File: src/rtl/reg_file_pkg.sv
// Shared types and constants for the context-switchable register file.
package reg_file_pkg;

  typedef enum logic [1:0] {
    IDLE,
    XFER,
    DONE
  } ctx_state_t;

  localparam int unsigned FLAG_ZERO = 0;
  localparam int unsigned FLAG_NGTV = 1;
  localparam int unsigned FLAG_SCRY = 2;

endpackage

File: src/rtl/ctx_engine.sv
// Context save/restore sequencer: walks DEPTH registers plus one flag word
// through a request/acknowledge memory handshake.
module ctx_engine
  import reg_file_pkg::*;
#(
  parameter int unsigned PW = 3,
  parameter int unsigned AW = 8
) (
  input  logic          clk,
  input  logic          reset,
  input  logic          ctx_start,
  input  logic          ctx_restore,
  input  logic [AW-1:0] ctx_base,
  input  logic          mem_ack,
  output logic          ctx_busy,
  output logic          ctx_done,
  output logic          mem_req,
  output logic          mem_we,
  output logic [AW-1:0] mem_addr,
  output logic [PW:0]   idx,
  output logic          reg_load,
  output logic          flag_load
);

  localparam int unsigned IW = PW + 1;

  ctx_state_t state;
  logic       restore;
  logic       handshake;

  // idx runs 0..2**PW, so its top bit alone marks the trailing flag word
  assign handshake = (state == XFER) && mem_ack;
  assign reg_load  = handshake && restore && !idx[PW];
  assign flag_load = handshake && restore && idx[PW];

  always_ff @(posedge clk or posedge reset) begin
    if (reset) begin
      state    <= IDLE;
      idx      <= '0;
      restore  <= 1'b0;
      ctx_busy <= 1'b0;
      ctx_done <= 1'b0;
      mem_req  <= 1'b0;
      mem_we   <= 1'b0;
      mem_addr <= '0;
    end else begin
      case (state)
        IDLE: begin
          ctx_done <= 1'b0;
          if (ctx_start) begin
            state    <= XFER;
            idx      <= '0;
            restore  <= ctx_restore;
            ctx_busy <= 1'b1;
            mem_req  <= 1'b1;
            mem_we   <= !ctx_restore;
            mem_addr <= ctx_base;
          end
        end
        XFER: begin
          if (mem_ack) begin
            if (idx[PW]) begin
              state    <= DONE;
              ctx_busy <= 1'b0;
              ctx_done <= 1'b1;
              mem_req  <= 1'b0;
              mem_we   <= 1'b0;
              mem_addr <= '0;
            end else begin
              idx      <= idx + IW'(1);
              mem_addr <= mem_addr + AW'(1);
            end
          end
        end
        DONE: begin
          ctx_done <= 1'b0;
          state    <= IDLE;
        end
        default: state <= IDLE;
      endcase
    end
  end

endmodule

File: src/rtl/reg_file_ctx.sv
// Parametrised register file with flag storage, optional write bypass and a
// context save/restore engine that spills or refills it through data memory.
module reg_file_ctx
  import reg_file_pkg::*;
#(
  parameter int unsigned DW     = 8,
  parameter int unsigned PW     = 3,
  parameter int unsigned NF     = 3,
  parameter int unsigned AW     = 8,
  parameter int unsigned BYPASS = 0
) (
  input  logic          clk,
  input  logic          reset,
  input  logic          write_en,
  input  logic [PW-1:0] write_addr,
  input  logic [DW-1:0] write_data,
  input  logic [PW-1:0] read_addr_a,
  input  logic [PW-1:0] read_addr_b,
  output logic [DW-1:0] read_a,
  output logic [DW-1:0] read_b,
  input  logic          flag_we,
  input  logic [NF-1:0] flags_in,
  output logic [NF-1:0] flags_out,
  input  logic          ctx_start,
  input  logic          ctx_restore,
  input  logic [AW-1:0] ctx_base,
  output logic          ctx_busy,
  output logic          ctx_done,
  output logic          mem_req,
  output logic          mem_we,
  output logic [AW-1:0] mem_addr,
  output logic [DW-1:0] mem_wdata,
  input  logic [DW-1:0] mem_rdata,
  input  logic          mem_ack
);

  localparam int unsigned DEPTH = 2 ** PW;

  logic [DW-1:0] core [DEPTH];
  logic [NF-1:0] flags;
  logic [DW-1:0] flag_word;

  logic [PW:0]   idx;
  logic          reg_load;
  logic          flag_load;

  logic          st_we;
  logic [PW-1:0] st_addr;
  logic [DW-1:0] st_data;
  logic          st_fwe;
  logic [NF-1:0] st_flags;
  logic          user_we;

  ctx_engine #(
    .PW(PW),
    .AW(AW)
  ) u_engine (
    .clk        (clk),
    .reset      (reset),
    .ctx_start  (ctx_start),
    .ctx_restore(ctx_restore),
    .ctx_base   (ctx_base),
    .mem_ack    (mem_ack),
    .ctx_busy   (ctx_busy),
    .ctx_done   (ctx_done),
    .mem_req    (mem_req),
    .mem_we     (mem_we),
    .mem_addr   (mem_addr),
    .idx        (idx),
    .reg_load   (reg_load),
    .flag_load  (flag_load)
  );

  assign user_we = write_en && !ctx_busy;

  // Storage write port: the engine owns it while busy, the datapath otherwise
  always_comb begin
    if (ctx_busy) begin
      st_we    = reg_load;
      st_addr  = idx[PW-1:0];
      st_data  = mem_rdata;
      st_fwe   = flag_load;
      st_flags = mem_rdata[NF-1:0];
    end else begin
      st_we    = write_en;
      st_addr  = write_addr;
      st_data  = write_data;
      st_fwe   = flag_we;
      st_flags = flags_in;
    end
  end

  always_ff @(posedge clk or posedge reset) begin
    if (reset) begin
      for (int unsigned i = 0; i < DEPTH; i++) begin
        core[i] <= '0;
      end
      flags <= '0;
    end else begin
      if (st_we) begin
        core[st_addr] <= st_data;
      end
      if (st_fwe) begin
        flags <= st_flags;
      end
    end
  end

  always_comb begin
    read_a = core[read_addr_a];
    read_b = core[read_addr_b];
    if (BYPASS != 0 && user_we) begin
      if (read_addr_a == write_addr) read_a = write_data;
      if (read_addr_b == write_addr) read_b = write_data;
    end
  end

  assign flags_out = flags;

  always_comb begin
    flag_word          = '0;
    flag_word[NF-1:0]  = flags;
  end

  // Save data is read live from storage; it cannot move while busy because
  // datapath writes are blocked, and it picks up a write made on the start cycle
  always_comb begin
    mem_wdata = '0;
    if (mem_req && mem_we) begin
      mem_wdata = idx[PW] ? flag_word : core[idx[PW-1:0]];
    end
  end

endmodule

File: config.mk
export PLATFORM = sky130hd
export DESIGN_NAME = reg_file_ctx
export DESIGN_NICKNAME = d
export VERILOG_FILES = /design/src/rtl/reg_file_pkg.sv /design/src/rtl/ctx_engine.sv /design/src/rtl/reg_file_ctx.sv
export SDC_FILE = /design/constraint.sdc
export NUM_CORES = 1
export LEC_CHECK = 0
export ABC_AREA = 1
export BUFFER_PORTS_ARGS = -buffer_cell sky130_fd_sc_hd__buf_4
export CORE_MARGIN = 2
export CORE_UTILIZATION = 36
export DETAILED_ROUTE_END_ITERATION = 10
export PLACE_DENSITY = 0.52
export SYNTH_ARGS = -nofsm -noshare
export SYNTH_HDL_FRONTEND = slang
export SYNTH_SLANG_ARGS = --single-unit
File: constraint.sdc
create_clock -name clk -period 6.7 [get_ports clk]
set_clock_uncertainty 0.1 [all_clocks]
set_input_delay 0.335 -clock clk [delete_from_list [all_inputs] [get_ports clk]]
set_output_delay 0.335 -clock clk [all_outputs]
set_load 0.02 [all_outputs]
**After elaboration in Yosys (flattened, before gate mapping)**

Index checks and enable logic that the tools add are counted.
Widths: inputs -> output; s select.

- Flip-flop bits (word level): 85
- Input bits: 43
- Output and inout bits: 39
- Word-level logic and storage cells: 92

- Add/sub/neg operators: 2
- Magnitude comparators: 5
- Equal/unequal tests: 6
- Muxes and demuxes: 40
- Bitwise operators: 4
- Reduce and logical (&&, ||, !) cells: 18

Operators by type and width:

| kind | count |
|---|---|
| $mux 8 | 13 |
| $bmux 8 s3 | 3 |
| $bwmux 64 | 1 |
| $demux 8 s3 | 1 |
| $ge 4x4->1 const B | 4 |
| $not 3->4 | 4 |
| $pmux 8 s2 | 1 |
| $mux 4 | 3 |
| $reduce_and 3->1 | 3 |
| $add 8x1->8 const B | 1 |
| $mux 1 | 8 |
| $pmux 4 s2 | 1 |
| $reduce_and 4->1 | 2 |
| $logic_and 1x1->1 | 6 |
| $mux 2 | 3 |
| $mux 3 | 2 |
| $ne 2x2->1 const B | 3 |
| $pmux 1 s2 | 3 |
| $add 4x1->4 const B | 1 |
| $lt 4x1->1 const B | 1 |
| $pmux 2 s2 | 1 |
| $reduce_bool 2->1 | 2 |
| $eq 2x1->1 const B | 1 |
| $eq 2x2->1 const B | 1 |
| 5 further kinds | 6 |

**Depth between registers and ports, before layout**

- Depth after elaboration: 7
- Mapped depth: 9
- Mapped depth without buffers: 8

**Cells and area by module**

From an unflattened synthesis, not the netlist that was laid out.

- Cell total of the unflattened synthesis: 850
- Area, all modules: 5,645.4 µm²

By module, submodules not included:

| module | times used | cells each | area an instance (µm²) | sequential area each (µm²) |
|---|---|---|---|---|
| reg_file_ctx | 1 | 713 | 4,628.2 | 1,676.6 |
| ctx_engine | 1 | 137 | 1,017.2 | 450.4 |

**Worst setup path after synthesis**

OpenSTA, ideal clock, no wires.

- Path kind: reg2out
- Start: register u_engine.mem_req
- End: output port mem_wdata[3]
- Arrival: 1,466 ps
- Required time: 6,265 ps
- Slack: 4,799 ps
- Stages on the path, launching flop included: 7
- Buffers on the path: 2
- Cells stage by stage: dfrtp_1 buf_6 buf_2 nand2_1 nor2_1 nand2_1 nor2_1

- Word-level cells in the longest chain between the ends: 2

Ends and longest elaborated chain:

| element | line | RTL |
|---|---|---|
| from (decl) | ctx_engine.sv:17 | `output logic mem_req,` |
| from (signal assigned) | ctx_engine.sv:43 | `mem_req <= 1'b0;` |
| from (signal assigned) | ctx_engine.sv:55 | `mem_req <= 1'b1;` |
| from (signal assigned) | ctx_engine.sv:66 | `mem_req <= 1'b0;` |
| $logic_and 1x1->1 | reg_file_ctx.sv:129 | `if (mem_req && mem_we) begin` |
| $mux 8 | reg_file_ctx.sv:129 |  |
| to (decl) | reg_file_ctx.sv:32 | `output logic [DW-1:0] mem_wdata,` |

No other way between the ends.

**Worst setup path after layout**

- Start: register u_engine.state[1]
- End: register core[55] in the netlist's numbering

- Word-level cells in the longest chain between the ends: 5

Ends and longest elaborated chain:

| element | line | RTL |
|---|---|---|
| from (decl) | ctx_engine.sv:27 | `ctx_state_t state;` |
| from (signal assigned) | ctx_engine.sv:38 | `state <= IDLE;` |
| from (signal assigned) | ctx_engine.sv:51 | `state <= XFER;` |
| from (signal assigned) | ctx_engine.sv:63 | `state <= DONE;` |
| $eq 2x1->1 | ctx_engine.sv:32 | `assign handshake = (state == XFER) && mem_ack;` |
| $logic_and 1x1->1 | ctx_engine.sv:32 |  |
| $logic_and 1x1->1 (2 in a row) | ctx_engine.sv:33 | `assign reg_load = handshake && restore && !idx[PW];` |
| $mux 1 | reg_file_ctx.sv:78 | `if (ctx_busy) begin` |
| to (signal, indexed assignment) | reg_file_ctx.sv:101 | `core[st_addr] <= st_data;` |
| to (decl) | reg_file_ctx.sv:39 | `logic [DW-1:0] core [DEPTH];` |

No other way between the ends.
A chain may end at the register's enable or synchronous reset.

==> impl_metrics.json <==
{
  "status": "finished clean",
  "final_area_mm2": 0.00677,
  "critPathLaunchType": "flop",
  "crit_type": "flop to flop",
  "initial_core_util_pct": 36.4,
  "io_buffers": 81,
  "clock.fmax_mhz": 329,
  "yosysUniqueCellTypes": 31,
  "syn-instance-count": 873,
  "grt_pass1_wl_um": 31200,
  "mostFrequentLayoutCells": "300 x nand2_1, 112 x o21ai_0, 101 x nand3_1, 86 x buf_4, 85 x dfrtp_1",
  "finalHoldViolations": 0,
  "die_h_um": 130,
  "io_pins": 82,
  "wl_um": 19700,
  "placed_cell_area_mm2": 0.00643,
  "grt_overflow": 0,
  "holdWs_ns": 0.0930,
  "insertion_delay_ns": 0.35,
  "reg2reg_from": "u_engine.state[1]",
  "place_inst": 1130,
  "place_congestion": 0.826,
  "synth_fp_nets": 918,
  "rsz0062_at_grt": "false",
  "core_area_mm2": 0.0157,
  "hp-start": "ctx_restore",
  "numCtsBuffers": 9,
  "gr-usage-all-layers_pct": 24.3,
  "synth_area_mm2": 0.00573,
  "maxSlewViolCount": 0,
  "diodes": 0,
  "via_count": 5913,
  "remaining_drc_errors": 0,
  "row_count": 46,
  "dieArea_mm2": 0.0169,
  "finalNonFillerCells": 1147,
  "worstPathRequired_ns": 6.84,
  "cts.sinks": 85,
  "post_cts_buffers": 0,
  "cts_tree": "done",
  "cts-root-buf": "clkbuf_16",
  "post-route-min-period_ns": 3.04,
  "setup_violations": 0,
  "critPathMaxStageDelay_ns": 0.58,
  "power_leakage_nw": 3.53,
  "drv_cap": 0,
  "avgViaCountPerCell": 5.16,
  "final_antenna_net_count": 0,
  "fp.dieW_um": 130,
  "antenna_found_initial": 0,
  "cp-end-kind": "flop",
  "yosysWarnings": 0,
  "cpMostUsedCell": "nand2_2",
  "clockBufferDepth": 2,
  "final_layout_size_suffix_gt1_share_pct": 14.5,
  "worst_pin_slew_ns": 0.990,
  "crit_arrival_ns": 3.18,
  "wl_per_cell_um": 17.1,
  "path_max_fanout": 45,
  "drt_iter0_drc": 355,
  "dpl.hpwl_um": 13300,
  "drt_pass1_iterations": 5,
  "grt_max_degree": 75,
  "layout-area-overhead-vs-synth_pct": 18.2,
  "final_common_cell": "nand2_1",
  "final_nets": 971,
  "cts.htree.levels": 3,
  "hold_path_class": "input pin to flop",
  "grt_pass1_vias": 5592,
  "path_clk_slew_ns": 0.06,
  "synth-seq-cells": 85,
  "critPathSlowestCell": "buf_4",
  "cp-startpoint": "u_engine.state[1]",
  "finalCritPeriodShare_pct": 45.4,
  "avgSynthCellArea_um2": 6.56,
  "path_cells": "inv_1, nand2_2, nor2_1, nand3_1, nand2_2, buf_4, nand2_2, nand2_1, nand2_1",
  "power_density_mw_per_mm2": 450,
  "slew_headroom_pct": 34.0,
  "ys_seq_area_share_pct": 37.1,
  "tns_ns": 0,
  "ir_worst_vdd_mv": 0.206
}
==> routing by layer <==
metal | vias to the layer above | GRT usage [%] | routed length, um
met2 | 180 | 38.6 | 8990
met1 | 2755 | 33.5 | 9080
li1 | 2960 | - | -
met5 | - | 0 | 0
met3 | 18 | 4.43 | 1300
met4 | 0 | 8.10 | 291
==> critical path: cells and delay by family (launching register included) <==
kind / cells / cell delay, ns
flip-flops: 1 / 0.39
AND/OR/NAND/NOR: 7 / 1.76
buffers and inverters: 2 / 0.65
==> synth_stat cells <==
cell	number	area (um2)
nand3_1	101	505
nand2_2	7	43.8
a22oi_1	1	7.51
a21oi_1	52	260
clkinv_2	1	5.00
nand2_4	7	78.8
nor2_1	71	267
clkinv_1	2	7.51
or2_2	2	12.5
clkbuf_1	15	56.3
o21ai_2	2	17.5
nand4_1	3	18.8
o21ai_4	1	16.3
o21bai_1	2	15.0
inv_6	1	8.76
buf_1	9	33.8
nand3b_1	1	7.51
o21ai_0	112	561
buf_4	1	7.51
ha_1	2	25.0
nand2_1	300	1130
nor2_4	4	45.0
dfrtp_1	85	2130
o21ai_1	12	60.1
nor2_8	4	80.1
buf_6	2	22.5
a31oi_1	3	18.8
inv_1	47	176
o211ai_1	2	15.0
buf_2	18	90.1
inv_2	3	11.3
==> sequential cells by signal (all words and copies together), names as in the netlist <==
name               cells
flags_out              3
u_engine.mem_addr      8
u_engine.ctx_done      1
u_engine.mem_req       1
u_engine.mem_we        1
u_engine.state         2
core                  64
u_engine.restore       1
u_engine.idx           4
==> through the flow <==
step	utilization (%)	worst slack, ns	power [mW]
floorplan	-	4.07	1.99
global route	43.1	3.34	3.30
global placement	40.9	3.70	2.50
detailed placement	40.9	3.64	2.50
finish	43.1	3.66	3.05
CTS	43.1	3.62	3.06
==> cells by family after synthesis <==
family	after synthesis	share of synthesized area, %
AO/OA/AOI/OAI	187	17.0
flip-flops	85	37.1
AND/OR/NAND/NOR	500	38.1
adder cells (fa/ha/maj)	2	0.437
buffers and inverters	99	7.32
==> final timing paths <==
kind | cells after the start | slack [ns] | end
min reg2reg | 2 | 0.37 | core[23]
min | 2 | 0.09 | u_engine.mem_we
max | 9 | 3.66 | core[55]
max reg2reg | 9 | 3.66 | core[55]
min in group asynchronous | 3 | 0.35 | core[53]
max in group asynchronous | 4 | 4.93 | core[23]
==> power breakdown <==
group          internal (mW)  total, mW  switching [mW]  leakage (nW)
Clock                  0.336      0.551           0.215         0.158
Combinational          0.485       1.55            1.07          2.28
Sequential             0.719      0.944           0.224          1.09
==> timing repair <==
action                                 4_1_cts  5_1_grt
hold buffers                                 1        0
gates resized for setup                      0        0
endpoints found under the hold margin       11        0
==> area by class of cell <==
class | count | area (um2)
clock buffers | 10 | 239
clock inverters | 6 | 86.3
well taps | 216 | 270
multi-input cells | 689 | 3180
fillers | 1733 | 8940
repair buffers | 87 | 656
flip-flops and latches | 85 | 2130
inverters | 54 | 210
No activity file was read; power rests on OpenSTA's default activity.
